--- src/rtl/fpu_pkg.sv ---
// Shared definitions for the FP register-file/issue controller: op codes,
// op-class decode and the control part of the completion tag.
package fpu_pkg;

  localparam int unsigned FPU_OP_WIDTH = 5;

  localparam logic [FPU_OP_WIDTH-1:0] FPU_OP_FNEG       = 5'd0;
  localparam logic [FPU_OP_WIDTH-1:0] FPU_OP_FABS       = 5'd1;
  localparam logic [FPU_OP_WIDTH-1:0] FPU_OP_FADD       = 5'd2;
  localparam logic [FPU_OP_WIDTH-1:0] FPU_OP_FSUB       = 5'd3;
  localparam logic [FPU_OP_WIDTH-1:0] FPU_OP_FMUL       = 5'd4;
  localparam logic [FPU_OP_WIDTH-1:0] FPU_OP_FINV       = 5'd5;
  localparam logic [FPU_OP_WIDTH-1:0] FPU_OP_FINV_INIT  = 5'd6;
  localparam logic [FPU_OP_WIDTH-1:0] FPU_OP_FSQRT_INIT = 5'd7;
  localparam logic [FPU_OP_WIDTH-1:0] FPU_OP_ITOF       = 5'd8;
  localparam logic [FPU_OP_WIDTH-1:0] FPU_OP_FTOI       = 5'd9;
  localparam logic [FPU_OP_WIDTH-1:0] FPU_OP_FMV        = 5'd10;
  localparam logic [FPU_OP_WIDTH-1:0] FPU_OP_FOR        = 5'd11;
  localparam logic [FPU_OP_WIDTH-1:0] FPU_OP_FORI       = 5'd12;
  localparam logic [FPU_OP_WIDTH-1:0] FPU_OP_SET        = 5'd13;
  localparam logic [FPU_OP_WIDTH-1:0] FPU_OP_GET        = 5'd14;
  localparam logic [FPU_OP_WIDTH-1:0] FPU_OP_FCLT       = 5'd15;
  localparam logic [FPU_OP_WIDTH-1:0] FPU_OP_FCZ        = 5'd16;

  // Routing bits carried in the upper end of the completion tag.
  typedef struct packed {
    logic ret;
    logic wcc;
    logic wreg;
  } fpu_tag_ctl_t;

  localparam int unsigned FPU_TAG_CTL_W = $bits(fpu_tag_ctl_t);

  typedef struct packed {
    logic wreg;    // result written to reg[y]
    logic wcc;     // compare result written to cond[cc]
    logic ret;     // data result returned to the core
    logic imm1;    // operand a is the immediate
    logic imm2;    // operand b is the immediate
    logic zero_b;  // operand b is forced to zero
  } fpu_op_class_t;

  function automatic fpu_op_class_t fpu_decode(input logic [FPU_OP_WIDTH-1:0] op);
    fpu_op_class_t c;
    c = '0;
    case (op)
      FPU_OP_FNEG, FPU_OP_FABS, FPU_OP_FADD, FPU_OP_FSUB, FPU_OP_FMUL,
      FPU_OP_FINV, FPU_OP_FINV_INIT, FPU_OP_FSQRT_INIT, FPU_OP_FMV: c.wreg = 1'b1;
      FPU_OP_ITOF: begin c.wreg = 1'b1; c.imm1 = 1'b1; end
      FPU_OP_FORI: begin c.wreg = 1'b1; c.imm2 = 1'b1; end
      FPU_OP_SET:  begin c.wreg = 1'b1; c.imm1 = 1'b1; c.zero_b = 1'b1; end
      FPU_OP_GET:  begin c.ret = 1'b1; c.zero_b = 1'b1; end
      FPU_OP_FTOI: c.ret = 1'b1;
      FPU_OP_FCLT, FPU_OP_FCZ: c.wcc = 1'b1;
      default: ;
    endcase
    return c;
  endfunction

  // Immediate/move ops all execute as a bitwise OR in the arithmetic unit.
  function automatic logic [FPU_OP_WIDTH-1:0] fpu_ex_op(input logic [FPU_OP_WIDTH-1:0] op);
    if (op == FPU_OP_FORI || op == FPU_OP_SET || op == FPU_OP_GET) return FPU_OP_FOR;
    return op;
  endfunction

endpackage

--- src/rtl/fpu_regfile_ctl_scoreboard.sv ---
// Scoreboard: per-register and per-flag busy bits, in-flight counter,
// hazard stall, issue handshake and sticky protocol error.
module fpu_scoreboard
  import fpu_pkg::*;
#(
  parameter int unsigned REG_COUNT    = 32,
  parameter int unsigned COND_COUNT   = 8,
  parameter int unsigned MAX_INFLIGHT = 4,
  parameter int unsigned REG_W        = 5,
  parameter int unsigned CC_W         = 3
) (
  input  logic            clk,
  input  logic            rstn,
  input  logic            req_valid_i,
  input  logic            ex_ready_i,
  input  logic            use_x1_i,
  input  logic [REG_W-1:0] x1_i,
  input  logic            use_x2_i,
  input  logic [REG_W-1:0] x2_i,
  input  logic            wreg_i,
  input  logic            wcc_i,
  input  logic [REG_W-1:0] y_i,
  input  logic [CC_W-1:0]  cc_i,
  input  logic            cmp_valid_i,
  input  logic            cmp_wreg_i,
  input  logic            cmp_wcc_i,
  input  logic [REG_W-1:0] cmp_y_i,
  input  logic [CC_W-1:0]  cmp_cc_i,
  output logic            ex_valid_o,
  output logic            req_ready_o,
  output logic            busy_o,
  output logic            err_o
);

  localparam int unsigned CNT_W = $clog2(MAX_INFLIGHT + 1);

  logic [REG_COUNT-1:0]  reg_busy_q, reg_busy_d, reg_clr, reg_set, reg_live;
  logic [COND_COUNT-1:0] cc_busy_q, cc_busy_d, cc_clr, cc_set, cc_live;
  logic [CNT_W-1:0]      inflight_q, inflight_d;
  logic                  err_q, err_d;
  logic                  stall, accept, dec;

  // Completion clears and accept sets; bits cleared this cycle no longer block issue.
  always_comb begin
    reg_clr = '0;
    cc_clr  = '0;
    reg_set = '0;
    cc_set  = '0;
    if (cmp_valid_i && cmp_wreg_i) reg_clr[cmp_y_i]  = 1'b1;
    if (cmp_valid_i && cmp_wcc_i)  cc_clr[cmp_cc_i]  = 1'b1;
    reg_live = reg_busy_q & ~reg_clr;
    cc_live  = cc_busy_q & ~cc_clr;
    stall = (use_x1_i && reg_live[x1_i]) ||
            (use_x2_i && reg_live[x2_i]) ||
            (wreg_i && reg_live[y_i]) ||
            (wcc_i && cc_live[cc_i]) ||
            (inflight_q == CNT_W'(MAX_INFLIGHT) && !cmp_valid_i);
    ex_valid_o  = rstn && req_valid_i && !stall;
    req_ready_o = rstn && ex_ready_i && !stall;
    accept      = ex_valid_o && req_ready_o;
    if (accept && wreg_i) reg_set[y_i] = 1'b1;
    if (accept && wcc_i)  cc_set[cc_i] = 1'b1;
    // Set after clear so a bit retired and reclaimed in one cycle stays busy.
    reg_busy_d = (reg_busy_q & ~reg_clr) | reg_set;
    cc_busy_d  = (cc_busy_q & ~cc_clr) | cc_set;
    dec = cmp_valid_i && (inflight_q != '0);
    inflight_d = inflight_q;
    if (accept && !dec)      inflight_d = inflight_q + 1'b1;
    else if (!accept && dec) inflight_d = inflight_q - 1'b1;
    err_d = err_q;
    if (cmp_valid_i && ((inflight_q == '0) ||
                        (cmp_wreg_i && !reg_busy_q[cmp_y_i]) ||
                        (cmp_wcc_i && !cc_busy_q[cmp_cc_i])))
      err_d = 1'b1;
  end

  // Scoreboard state register.
  always_ff @(posedge clk or negedge rstn) begin
    if (!rstn) begin
      reg_busy_q <= '0;
      cc_busy_q  <= '0;
      inflight_q <= '0;
      err_q      <= 1'b0;
    end else begin
      reg_busy_q <= reg_busy_d;
      cc_busy_q  <= cc_busy_d;
      inflight_q <= inflight_d;
      err_q      <= err_d;
    end
  end

  assign busy_o = (inflight_q != '0);
  assign err_o  = err_q;

endmodule

--- src/rtl/fpu_regfile_ctl.sv ---
// FP register file and issue controller: decodes requests, resolves operands
// with completion forwarding, issues to the execution unit and retires results.
module fpu_regfile_ctl
  import fpu_pkg::*;
#(
  parameter int unsigned REG_COUNT    = 32,
  parameter int unsigned DATA_W       = 32,
  parameter int unsigned COND_COUNT   = 8,
  parameter int unsigned MAX_INFLIGHT = 4,
  localparam int unsigned REG_W = $clog2(REG_COUNT),
  localparam int unsigned CC_W  = (COND_COUNT > 1) ? $clog2(COND_COUNT) : 1,
  localparam int unsigned TAG_W = FPU_TAG_CTL_W + CC_W + REG_W
) (
  input  logic                    clk,
  input  logic                    rstn,
  input  logic                    req_valid,
  output logic                    req_ready,
  input  logic [FPU_OP_WIDTH-1:0] req_op,
  input  logic [REG_W-1:0]        req_x1,
  input  logic [REG_W-1:0]        req_x2,
  input  logic [REG_W-1:0]        req_y,
  input  logic [CC_W-1:0]         req_cc,
  input  logic [DATA_W-1:0]       req_imm,
  output logic                    ex_valid,
  input  logic                    ex_ready,
  output logic [FPU_OP_WIDTH-1:0] ex_op,
  output logic [DATA_W-1:0]       ex_a,
  output logic [DATA_W-1:0]       ex_b,
  output logic [TAG_W-1:0]        ex_tag,
  input  logic                    cmp_valid,
  input  logic [TAG_W-1:0]        cmp_tag,
  input  logic [DATA_W-1:0]       cmp_y32,
  input  logic                    cmp_y1,
  output logic [COND_COUNT-1:0]   cond,
  output logic                    out_valid,
  output logic [DATA_W-1:0]       out_data,
  output logic                    busy,
  output logic                    err
);

  logic [DATA_W-1:0]     rf_q [REG_COUNT];
  logic [COND_COUNT-1:0] cond_q, cond_d;
  logic                  out_valid_q, out_valid_d;
  logic [DATA_W-1:0]     out_data_q, out_data_d;

  fpu_op_class_t cls;
  fpu_tag_ctl_t  req_ctl, cmp_ctl;
  logic [CC_W-1:0]  cmp_cc;
  logic [REG_W-1:0] cmp_y;
  logic             fwd1, fwd2;

  assign cmp_ctl = fpu_tag_ctl_t'(cmp_tag[TAG_W-1 -: FPU_TAG_CTL_W]);
  assign cmp_cc  = cmp_tag[REG_W +: CC_W];
  assign cmp_y   = cmp_tag[REG_W-1:0];

  // Request decode, operand resolution with forwarding, and issue tag.
  always_comb begin
    cls = fpu_decode(req_op);
    req_ctl.ret  = cls.ret;
    req_ctl.wcc  = cls.wcc;
    req_ctl.wreg = cls.wreg;
    fwd1 = cmp_valid && cmp_ctl.wreg && (cmp_y == req_x1);
    fwd2 = cmp_valid && cmp_ctl.wreg && (cmp_y == req_x2);
    if (cls.imm1)  ex_a = req_imm;
    else if (fwd1) ex_a = cmp_y32;
    else           ex_a = rf_q[req_x1];
    if (cls.zero_b)    ex_b = '0;
    else if (cls.imm2) ex_b = req_imm;
    else if (fwd2)     ex_b = cmp_y32;
    else               ex_b = rf_q[req_x2];
    ex_op  = fpu_ex_op(req_op);
    ex_tag = {req_ctl, req_cc, req_y};
  end

  fpu_scoreboard #(
    .REG_COUNT   (REG_COUNT),
    .COND_COUNT  (COND_COUNT),
    .MAX_INFLIGHT(MAX_INFLIGHT),
    .REG_W       (REG_W),
    .CC_W        (CC_W)
  ) u_sb (
    .clk        (clk),
    .rstn       (rstn),
    .req_valid_i(req_valid),
    .ex_ready_i (ex_ready),
    .use_x1_i   (!cls.imm1),
    .x1_i       (req_x1),
    .use_x2_i   (!cls.imm2 && !cls.zero_b),
    .x2_i       (req_x2),
    .wreg_i     (cls.wreg),
    .wcc_i      (cls.wcc),
    .y_i        (req_y),
    .cc_i       (req_cc),
    .cmp_valid_i(cmp_valid),
    .cmp_wreg_i (cmp_ctl.wreg),
    .cmp_wcc_i  (cmp_ctl.wcc),
    .cmp_y_i    (cmp_y),
    .cmp_cc_i   (cmp_cc),
    .ex_valid_o (ex_valid),
    .req_ready_o(req_ready),
    .busy_o     (busy),
    .err_o      (err)
  );

  // Register file write port; contents are intentionally not reset.
  always_ff @(posedge clk) begin
    if (cmp_valid && cmp_ctl.wreg) rf_q[cmp_y] <= cmp_y32;
  end

  // Next-state for condition flags and the core return port.
  always_comb begin
    cond_d      = cond_q;
    out_valid_d = cmp_valid && cmp_ctl.ret;
    out_data_d  = out_data_q;
    if (cmp_valid && cmp_ctl.wcc) cond_d[cmp_cc] = cmp_y1;
    if (cmp_valid && cmp_ctl.ret) out_data_d = cmp_y32;
  end

  // Condition flags and return-data registers.
  always_ff @(posedge clk or negedge rstn) begin
    if (!rstn) begin
      cond_q      <= '0;
      out_valid_q <= 1'b0;
      out_data_q  <= '0;
    end else begin
      cond_q      <= cond_d;
      out_valid_q <= out_valid_d;
      out_data_q  <= out_data_d;
    end
  end

  assign cond      = cond_q;
  assign out_valid = out_valid_q;
  assign out_data  = out_data_q;

endmodule

--- config.mk ---
export PLATFORM = sky130hd
export DESIGN_NAME = fpu_regfile_ctl
export DESIGN_NICKNAME = d
export VERILOG_FILES = /design/src/rtl/fpu_pkg.sv /design/src/rtl/fpu_regfile_ctl_scoreboard.sv /design/src/rtl/fpu_regfile_ctl.sv
export SDC_FILE = /design/constraint.sdc
export NUM_CORES = 2
export LEC_CHECK = 0
export CAP_MARGIN = 20
export CORE_UTILIZATION = 55
export CTS_CLUSTER_SIZE = 10
export DETAILED_ROUTE_END_ITERATION = 6
export GPL_ROUTABILITY_DRIVEN = 0
export PLACE_DENSITY = 0.76
export SLEW_MARGIN = 20
export SYNTH_ARGS = -nofsm -noshare
export SYNTH_HDL_FRONTEND = slang
export SYNTH_SLANG_ARGS = --single-unit
--- constraint.sdc ---
create_clock -name clk -period 5.19 [get_ports clk]
set_clock_uncertainty 0.15 [all_clocks]
set_input_delay 1.038 -clock clk [delete_from_list [all_inputs] [get_ports clk]]
set_output_delay 1.038 -clock clk [all_outputs]
set_load 0.02 [all_outputs]
* Yosys cells after proc, flatten, opt, wreduce, memory -nomap -nowiden
Memories as Yosys holds them, arrays and structs flattened. Index checks and enable logic that the tools add are counted. Widths: inputs -> output; s select.
Operators by class: $add $sub $neg 2, reductions and logical operators 54, bitwise operators 6, order comparisons 10, eq/ne operators 18, multiplexer cells 43
Operators with widths (number):
- $mux 32 | 7
- $eq 5x4->1 const B | 7
- $and 32x32->32 | 1
- $not 32->32 | 1
- $or 32x32->32 | 1
- $logic_and 1x1->1 | 28
- $lt 5x6->1 const B | 4
- $bmux 1 s5 | 4
- $eq 5x3->1 const B | 4
- $mux 1 | 19
- $mux 8 | 2
- $reduce_or 12->1 | 1
- $demux 1 s5 | 2
- $eq 5x2->1 const B | 2
- $eq 5x5->1 | 2
- $ge 5x1->1 const B | 2
- $mux 5 | 2
- $logic_not 1->1 | 9
- $and 8x8->8 | 1
- $bwmux 8 | 1
- $logic_or 1x1->1 | 8
- $lt 3x4->1 const B | 2
- $not 8->8 | 1
- $or 8x8->8 | 1
- other kinds (14) | 21
Word-level totals: memories kept 1, bits in writable memories 1024, bits in registers 85
Memory list:
- rf_q | depth 32, width 32, rd ports 2, clocked after Yosys merged registers in 0, wr ports 1, line fpu_regfile_ctl.sv:41 | logic [DATA_W-1:0] rf_q [REG_COUNT];

* Longest topological paths before layout
depth after elaboration 21, gate-level depth with buffers 17, mapped depth without buffers 14

* Cells and area by module
A second synthesis with hierarchy kept.
Unflattened totals: cell total of the unflattened synthesis 3003, area total of the unflattened synthesis 54064.4 um2
Modules (own cells, without submodules):
- fpu_regfile_ctl | cells each 2581, times used 1, area each 50208.2 um2, seq. area each 31775.5 um2
- fpu_scoreboard | cells each 422, times used 1, area each 3856.2 um2, seq. area each 1101.1 um2

* Worst setup path after synthesis
No wires, ideal clock.
path kind in2out, start in cmp_valid, end out req_ready, path buffers 3, stages on the path 10, data required time 4.002 ns, data arrival time 4.381 ns, setup slack -0.379 ns, cell sequence buf_4 > nand4b_2 > buf_2 > nor2_1 > o221ai_1 > o211ai_1 > o211a_1 > nor4_4 > buf_2 > nor3_1
On the way: longest elaborated chain between the ends 13
Ends and longest elaborated chain:
- start: declaration | line fpu_regfile_ctl.sv:30 | input logic cmp_valid,
- $logic_and 1x1->1 | line fpu_regfile_ctl_scoreboard.sv:49 | if (cmp_valid_i && cmp_wreg_i) reg_clr[cmp_y_i] = 1'b1;
- $mux 32 | line fpu_regfile_ctl_scoreboard.sv:49
- $not 32->32 | line fpu_regfile_ctl_scoreboard.sv:51 | reg_live = reg_busy_q & ~reg_clr;
- $and 32x32->32 | line fpu_regfile_ctl_scoreboard.sv:51
- $bmux 1 s5 (on tied branches) | line fpu_regfile_ctl_scoreboard.sv:53, fpu_regfile_ctl_scoreboard.sv:54
- $mux 1 (on tied branches) | line fpu_regfile_ctl_scoreboard.sv:53, fpu_regfile_ctl_scoreboard.sv:54
- $logic_and 1x1->1 (on tied branches) | line fpu_regfile_ctl_scoreboard.sv:53, fpu_regfile_ctl_scoreboard.sv:54
- $logic_or 1x1->1 | line fpu_regfile_ctl_scoreboard.sv:53 | stall = (use_x1_i && reg_live[x1_i]) ||
- $logic_or 1x1->1 | line fpu_regfile_ctl_scoreboard.sv:54 | (use_x2_i && reg_live[x2_i]) ||
- $logic_or 1x1->1 | line fpu_regfile_ctl_scoreboard.sv:55 | (wreg_i && reg_live[y_i]) ||
- $logic_or 1x1->1 * | line fpu_regfile_ctl_scoreboard.sv:56 | (wcc_i && cc_live[cc_i]) ||
- $logic_not 1->1 * | line fpu_regfile_ctl_scoreboard.sv:59 | req_ready_o = rstn && ex_ready_i && !stall;
- $logic_and 1x1->1 * | line fpu_regfile_ctl_scoreboard.sv:59
- end: declaration | line fpu_regfile_ctl.sv:17 | output logic req_ready,
Every way passes the cells marked *; elsewhere a longest branch is shown, timed or not. The select of a mux whose other input is x is not followed.

* Final worst setup path
start in cmp_tag[8], end out ex_a[5]
On the way: longest elaborated chain between the ends 4
Ends and longest elaborated chain:
- start: declaration | line fpu_regfile_ctl.sv:31 | input logic [TAG_W-1:0] cmp_tag,
- $logic_and 1x1->1 (2 in a row) | line fpu_regfile_ctl.sv:62 | fwd1 = cmp_valid && cmp_ctl.wreg && (cmp_y == req_x1);
- $mux 32 | line fpu_regfile_ctl.sv:65 | else if (fwd1) ex_a = cmp_y32;
- $mux 32 | line fpu_regfile_ctl.sv:64 | if (cls.imm1) ex_a = req_imm;
- end: declaration | line fpu_regfile_ctl.sv:27 | output logic [DATA_W-1:0] ex_a,
No other way between the ends.

==> flow_metrics.env <==
export IMPL_critical_path_class="in2out"
export IMPL_synth_simple_area_share=0.0269
export IMPL_critical_path_startpoint="cmp_tag[8]"
export IMPL_worst_pin_slew_ns=0.985
export IMPL_synth_compound_area_share=0.0362
export IMPL_drc=2
export IMPL_syn_num_nets=2841
export IMPL_area_growth_syn_to_layout_pct=19.0
export IMPL_die_w_um=314
export IMPL_seq_area_frac_synth=0.614
export IMPL_portBuffers=228
export IMPL_num_vias=33269
export IMPL_max_stage_delay_ns=0.64
export IMPL_cap_violations=0
export IMPL_r2r_end="u_sb.inflight_q[2]"
export IMPL_wl_per_cell_um=37.0
export IMPL_cts_buffers=131
export IMPL_synthXorXnorAreaFrac=0.00229
export IMPL_cts_tree="built"
export IMPL_crit_fanout=12
export IMPL_hold_viol=0
export IMPL_initial_core_util=0.555
export IMPL_overflow=0
export IMPL_hp_class="in2async"
export IMPL_path_buf_inv=4
export IMPL_p_leak_nw=21.3
export IMPL_ir_drop_mv=0.230
export IMPL_setup_tns_final_ns=0
export IMPL_muxShareOfSynthArea=0.301
export IMPL_drt_iter0_drc=5384
export IMPL_syn_area_um2=53500
export IMPL_worst_setup_path_start_kind="input port"
export IMPL_setup_violations_final=0
export IMPL_synthCells=2735
export IMPL_diodes=0
export IMPL_post_cts_buffers=0
export IMPL_drive_above_1_share=0.387
export IMPL_path_delay_family="buffers and inverters"
export IMPL_cts_hold_buf=0
export IMPL_hold_ws_ns=0.112
export IMPL_ant_nets=0
export IMPL_grt_pass1_wl_um=239000
export IMPL_drt_total_wl_um=167000
export IMPL_status="finished with violations"
export IMPL_rows=114
export IMPL_ys_ff_latch=1109
export IMPL_synthArstFlopShare=0.0766
export IMPL_endpoint="ex_a[5]"
export IMPL_yosysUniqueCellTypes=62
export IMPL_die_h_um=314
export IMPL_vias_per_cell=7.38
export IMPL_critPathRequiredTime_ns=4.00
export IMPL_dieArea_um2=98600
export IMPL_fin_nets=3260
export IMPL_slew_headroom=0.343
export IMPL_dp_cells=4297
export IMPL_fmax_ghz=0.195
export IMPL_p_per_area_nw_per_um2=331
export IMPL_r2r_start="u_sb.cc_busy_q[7]"
export IMPL_antenna_found_initial=2
export IMPL_finalCriticalPeriod_ns=5.13
export IMPL_cts_max_level=4
export IMPL_synth_area_leaders="edfxtp_1 (57%), mux4_2 (28%), dfrtp_1 (4.0%), mux2i_1 (1.4%), o21ai_0 (1.4%)"
export IMPL_worstSetupPathDepth=11
export IMPL_synthAdderAreaFrac=0.000608
export IMPL_dr_pass1_iters=7
export IMPL_post_synth_most_frequent_cells="edfxtp_1 (1,024), mux4_2 (659), o21ai_0 (145), nand2_1 (134), clkbuf_1 (129)"
export IMPL_cts_root_buffer="clkbuf_16"
export IMPL_fin_cells=4509
export IMPL_r2r_slack_ns=1.50
export IMPL_synth_edff_count=1024
export IMPL_clkTransAtPathRegs_ns=0.05
export IMPL_track_usage=0.344
export IMPL_cp_end_kind="output port"
export IMPL_synth_top_area_frac=0.574
export IMPL_path_cells="clkdlybuf4s50_1 > buf_4 > nand2_1 > a21oi_1 > and3_1 > o2111ai_4 > buf_12 > nand2_1 > o21ai_0 > o21ai_0 > clkdlybuf4s50_1"
export IMPL_p_total_mw=21.1
export IMPL_grt_pass1_vias=33859
export IMPL_slew_violations=0
export IMPL_cts_sinks=1109
export IMPL_clock_path_buffers=3
export IMPL_ioPinCount=229
export IMPL_reg2reg_depth=16
export IMPL_cp_slowest_cell="clkdlybuf4s50_1"
export IMPL_clk_latency_ns=0.74
export IMPL_ys_warn_count=0
export IMPL_hpwlAfterDp_um=96800
export IMPL_arrival_ns=3.94
export IMPL_synth_main_ff_cell="edfxtp_1"
export IMPL_fin_crit_sh=0.988
export IMPL_violations="DRC"
export IMPL_grt_max_degree=65
export IMPL_syn_area_per_cell_um2=19.6
export IMPL_synth_area_leader_cell="edfxtp_1"
export IMPL_core_area_um2=96600
export IMPL_synth_top_family_by_area="multiplexers"
export IMPL_yosysMostFrequentCell="edfxtp_1"
-- power by group --
group          switching (mW)  leakage (nW)  internal, mW
Clock                    3.53          1.86          4.96
Sequential             0.0856          10.3          9.90
Combinational            1.38          9.12          1.23
Total                    5.00          21.3          16.1
-- metrics by stage --
step	instance area, um^2	setup slack [ns]	util
after floorplan	53600	0.187	-
after global placement	59700	-0.160	0.619
after detailed placement	59700	-0.139	0.619
after CTS	63600	-0.0680	0.658
after global routing	63700	-0.00302	0.660
final	63700	0.0623	0.660
-- logic make-up (layout without fill, tap and decap cells) --
kind of cell / Yosys count / in the layout
AOI/OAI and AO/OA: 292 / 292
xor gates and xnor gates: 14 / 14
adders and majority gates: 2 / 2
buffers and inverters: 247 / 745
DFF: 1109 / 1109
muxes: 780 / 780
and+or+nand+nor: 291 / 291
-- per-layer routing --
layer / wire length (um) / vias to the layer above / global-route usage / share of wire
met1: 56100 / 17207 / 0.450 / 0.34
met3: 22300 / 538 / 0.0976 / 0.13
met4: 8320 / 2 / 0.156 / 0.050
li1: - / 12632 / - / -
met2: 80000 / 2890 / 0.541 / 0.48
met5: 13 / - / 0 / 0.000078
-- cell usage in the layout (no fill, tap or decap), types with 6 or more instances in the layout --
master	n
mux4_2	659
clkbuf_16	135
o211ai_1	10
nand2_1	133
nand4_1	7
nor2_4	32
or3_1	7
o41ai_2	28
o22ai_1	7
nor3_1	6
nand3_1	14
buf_12	61
dlymetal6s2s_1	34
mux2_2	46
o21ai_2	10
o21ai_0	142
nand3b_1	7
inv_1	8
nor2_1	26
nor2b_1	8
dfrtp_1	85
clkdlybuf4s50_1	173
xnor2_1	9
edfxtp_1	1024
nand2b_1	15
inv_6	6
a21oi_1	43
o41ai_1	13
buf_4	236
clkbuf_1	60
o21ai_1	22
dlygate4sd2_1	10
mux2i_1	75
-- registers in the layout, indices dropped and copies added, names as in the netlist --
register	flops
out_data	32
u_sb.inflight_q	3
u_sb.reg_busy_q	32
cond	8
out_valid	1
u_sb.err_o	1
u_sb.cc_busy_q	8
rf_q	1024
-- worst min-delay path by stage --
stage                             from                   to  slack, ns  cells past startpoint
finish                            rstn  u_sb.reg_busy_q[24]       0.11                      1
global route                      rstn  u_sb.reg_busy_q[24]       0.12                      1
floorplan           u_sb.inflight_q[2]   u_sb.inflight_q[2]       0.30                      1
global placement            u_sb.err_o           u_sb.err_o       0.29                      1
detailed placement          u_sb.err_o           u_sb.err_o       0.29                      1
CTS                               rstn  u_sb.reg_busy_q[26]        0.1                      1
-- final cells by class --
| class | count | area (um^2) |
|---|---|---|
| repair buffers | 525 | 5420 |
| clock inverters | 15 | 224 |
| inverters | 8 | 30.0 |
| clock buffers | 197 | 3630 |
| well taps | 1276 | 1600 |
| fillers | 6055 | 32900 |
| flip-flops and latches | 1109 | 32900 |
| multi-input cells | 1379 | 19900 |
-- timing repair --
item	4_1_cts	5_1_grt
endpoints found under the setup margin	11	47
resized for setup	13	44
pin swaps	0	0
hold endpoints to repair	0	0
(Power assumes the default switching activity.)
==> RTL edit: new RTL, config.mk and constraints unchanged <==
Put a register stage on the output `err`, cleared by the reset. The value now appears one clock later. The other outputs are not delayed to match.
--- a/src/rtl/fpu_regfile_ctl.sv
+++ b/src/rtl/fpu_regfile_ctl.sv
@@ -38,4 +38,6 @@
   output logic                    err
 );
+
+  logic err_c;
 
   logic [DATA_W-1:0]     rf_q [REG_COUNT];
@@ -100,5 +102,5 @@
     .req_ready_o(req_ready),
     .busy_o     (busy),
-    .err_o      (err)
+    .err_o      (err_c)
   );
 
@@ -134,4 +136,12 @@
   assign out_data  = out_data_q;
 
+  always_ff @(posedge clk or negedge rstn) begin
+    if (!rstn) begin
+      err <= '0;
+    end else begin
+      err <= err_c;
+    end
+  end
+
 endmodule
 
Formal check against the unedited RTL: not equivalent (Yosys sat finds a counterexample within 4 cycles, from zero or initial values and one cycle with rstn low).
==> RTL edit against the unedited design <==
Power decreased by 0.62%; register-to-register slack improved by 60 ps; synthesized cell count about the same; count of clock-buffer cells in the layout increased by 1; design area increased by 0.13%; sequential share of layout area about the same; setup slack got worse by 25 ps; wire length decreased by 0.65%; die area about the same; sequential power about the same; critical path depth decreased by 1; sequential cell count increased by 1; synthesized area about the same; highest routed layer unchanged.
==> RTL edit: results (changes against the unedited design) <==
.. list-table::
   :header-rows: 1

   * - Metric
     - Value
   * - Outcome
     - finished, final reports clean
   * - Nets in the synthesized netlist
     - 2842 (+0.035%)
   * - Reg2reg setup slack
     - 1560 ps (+60 ps)
   * - Post-CTS Resized
     - 19 (+6)
   * - Post-route met1 wirelength
     - 57.3 mm (+2.1%)
   * - Fraction of layout instances using a drive strength above 1
     - 0.389 (+0.00227)
   * - Share of cell area taken by muxes after synthesis
     - 0.301 (about the same)
   * - Post-synthesis cell count
     - 2736 (+0.037%)
   * - Maximum number of pins on one net before global-route repair
     - 63 (-3.1%)
   * - Xor-xnor portion of the synthesized cell area
     - 0.00229 (about the same)
   * - Ant. Diodes
     - 3 (+3)
   * - R2R Path Start
     - u_sb.reg_busy_q[0]
   * - Share of the yosys chip area belonging to registers
     - 0.614 (about the same)
   * - Met3 GRT Util
     - 0.0775 (-0.0201)
   * - Routed Wire Length
     - 166 mm (-0.65%)
   * - Length in cells of the worst reg-to-reg path
     - 14 (-2)
   * - Worst reg2reg path endpoint
     - u_sb.inflight_q[1]
   * - Area after DPL
     - 0.0599 mm2 (+0.26%)
   * - Final hold slack
     - 108 ps (-4.51 ps)
   * - Routed length per placed instance
     - 36.6 um (-0.98%)
   * - Total global-route track usage
     - 0.340 (-0.00363)
   * - Static leakage power
     - 21.3 nW (about the same)
   * - Register share of the cell area
     - 0.516 (about the same)
   * - Number of global-route vias before repair
     - 33600 (-0.64%)
   * - Slowest stage delay, CP
     - 560 ps (-80 ps)
   * - Number of CTS-inserted buffers
     - 130 (-0.76%)
   * - Wire length of the first global-routing pass
     - 237 mm (-0.79%)
   * - Asr flop ratio synth
     - 0.0775 (+0.000832)
   * - Via count
     - 33400 (+0.46%)
   * - Met2 WL post-DR
     - 80.7 mm (+0.86%)
   * - Clock network share of area
     - 0.0590 (-0.00153)
   * - Multi-input gate share of the layout cell area
     - 0.313 (about the same)
   * - Cell with the largest stage delay on the worst path
     - sky130_fd_sc_hd__mux4_2
   * - Detail Placement HPWL
     - 94.9 mm (-2.0%)
   * - # placed instances
     - 4310 (+0.30%)
   * - Setup WS pre-CTS
     - -233 ps (-93.9 ps)
   * - Routed wire length on met3
     - 20.2 mm (-9.4%)
   * - Layout buffer count excluding clock buffers
     - 537 (+2.3%)
   * - Antenna violations before repair
     - 1 (-1)
   * - Crit path max-delay family
     - multiplexers
   * - Fill cells
     - 6006 (-0.81%)
   * - CLK BUF
     - 198 (+0.51%)
   * - Nets@finish
     - 3272 (+0.37%)
   * - Area growth from synthesis to final layout
     - 19.1% (about the same)
==> RTL edit: cell count changes in the layout (fill, tap and decap cells not counted), sizes merged <==
| cell | unedited run | this run |
|---|---|---|
| clkbuf | 197 | 198 |
| bufinv | 3 | 0 |
| clkdlybuf4s50 | 173 | 179 |
| dfrtp | 85 | 86 |
| buf | 308 | 320 |
| dlygate4sd2 | 10 | 4 |
| diode | 0 | 3 |
| clkinv | 4 | 5 |
==> RTL edit: how the worst max path moves through the flow <==
stage,endpoint,cells after the start,start
global route,ex_b[9],11,cmp_tag[0]
global placement,ex_b[17],10,cmp_tag[0]
finish,ex_b[24],10,req_x2[0]
floorplan,req_ready,10,cmp_valid
CTS,ex_a[17],10,cmp_valid
detailed placement,ex_b[17],10,cmp_tag[0]
==> RTL edit: where the power goes <==
part           leakage, nW  internal [mW]  switching, mW
clock network         1.81           4.79           3.54
registers             10.3           9.91         0.0840
logic                 9.17           1.25           1.38
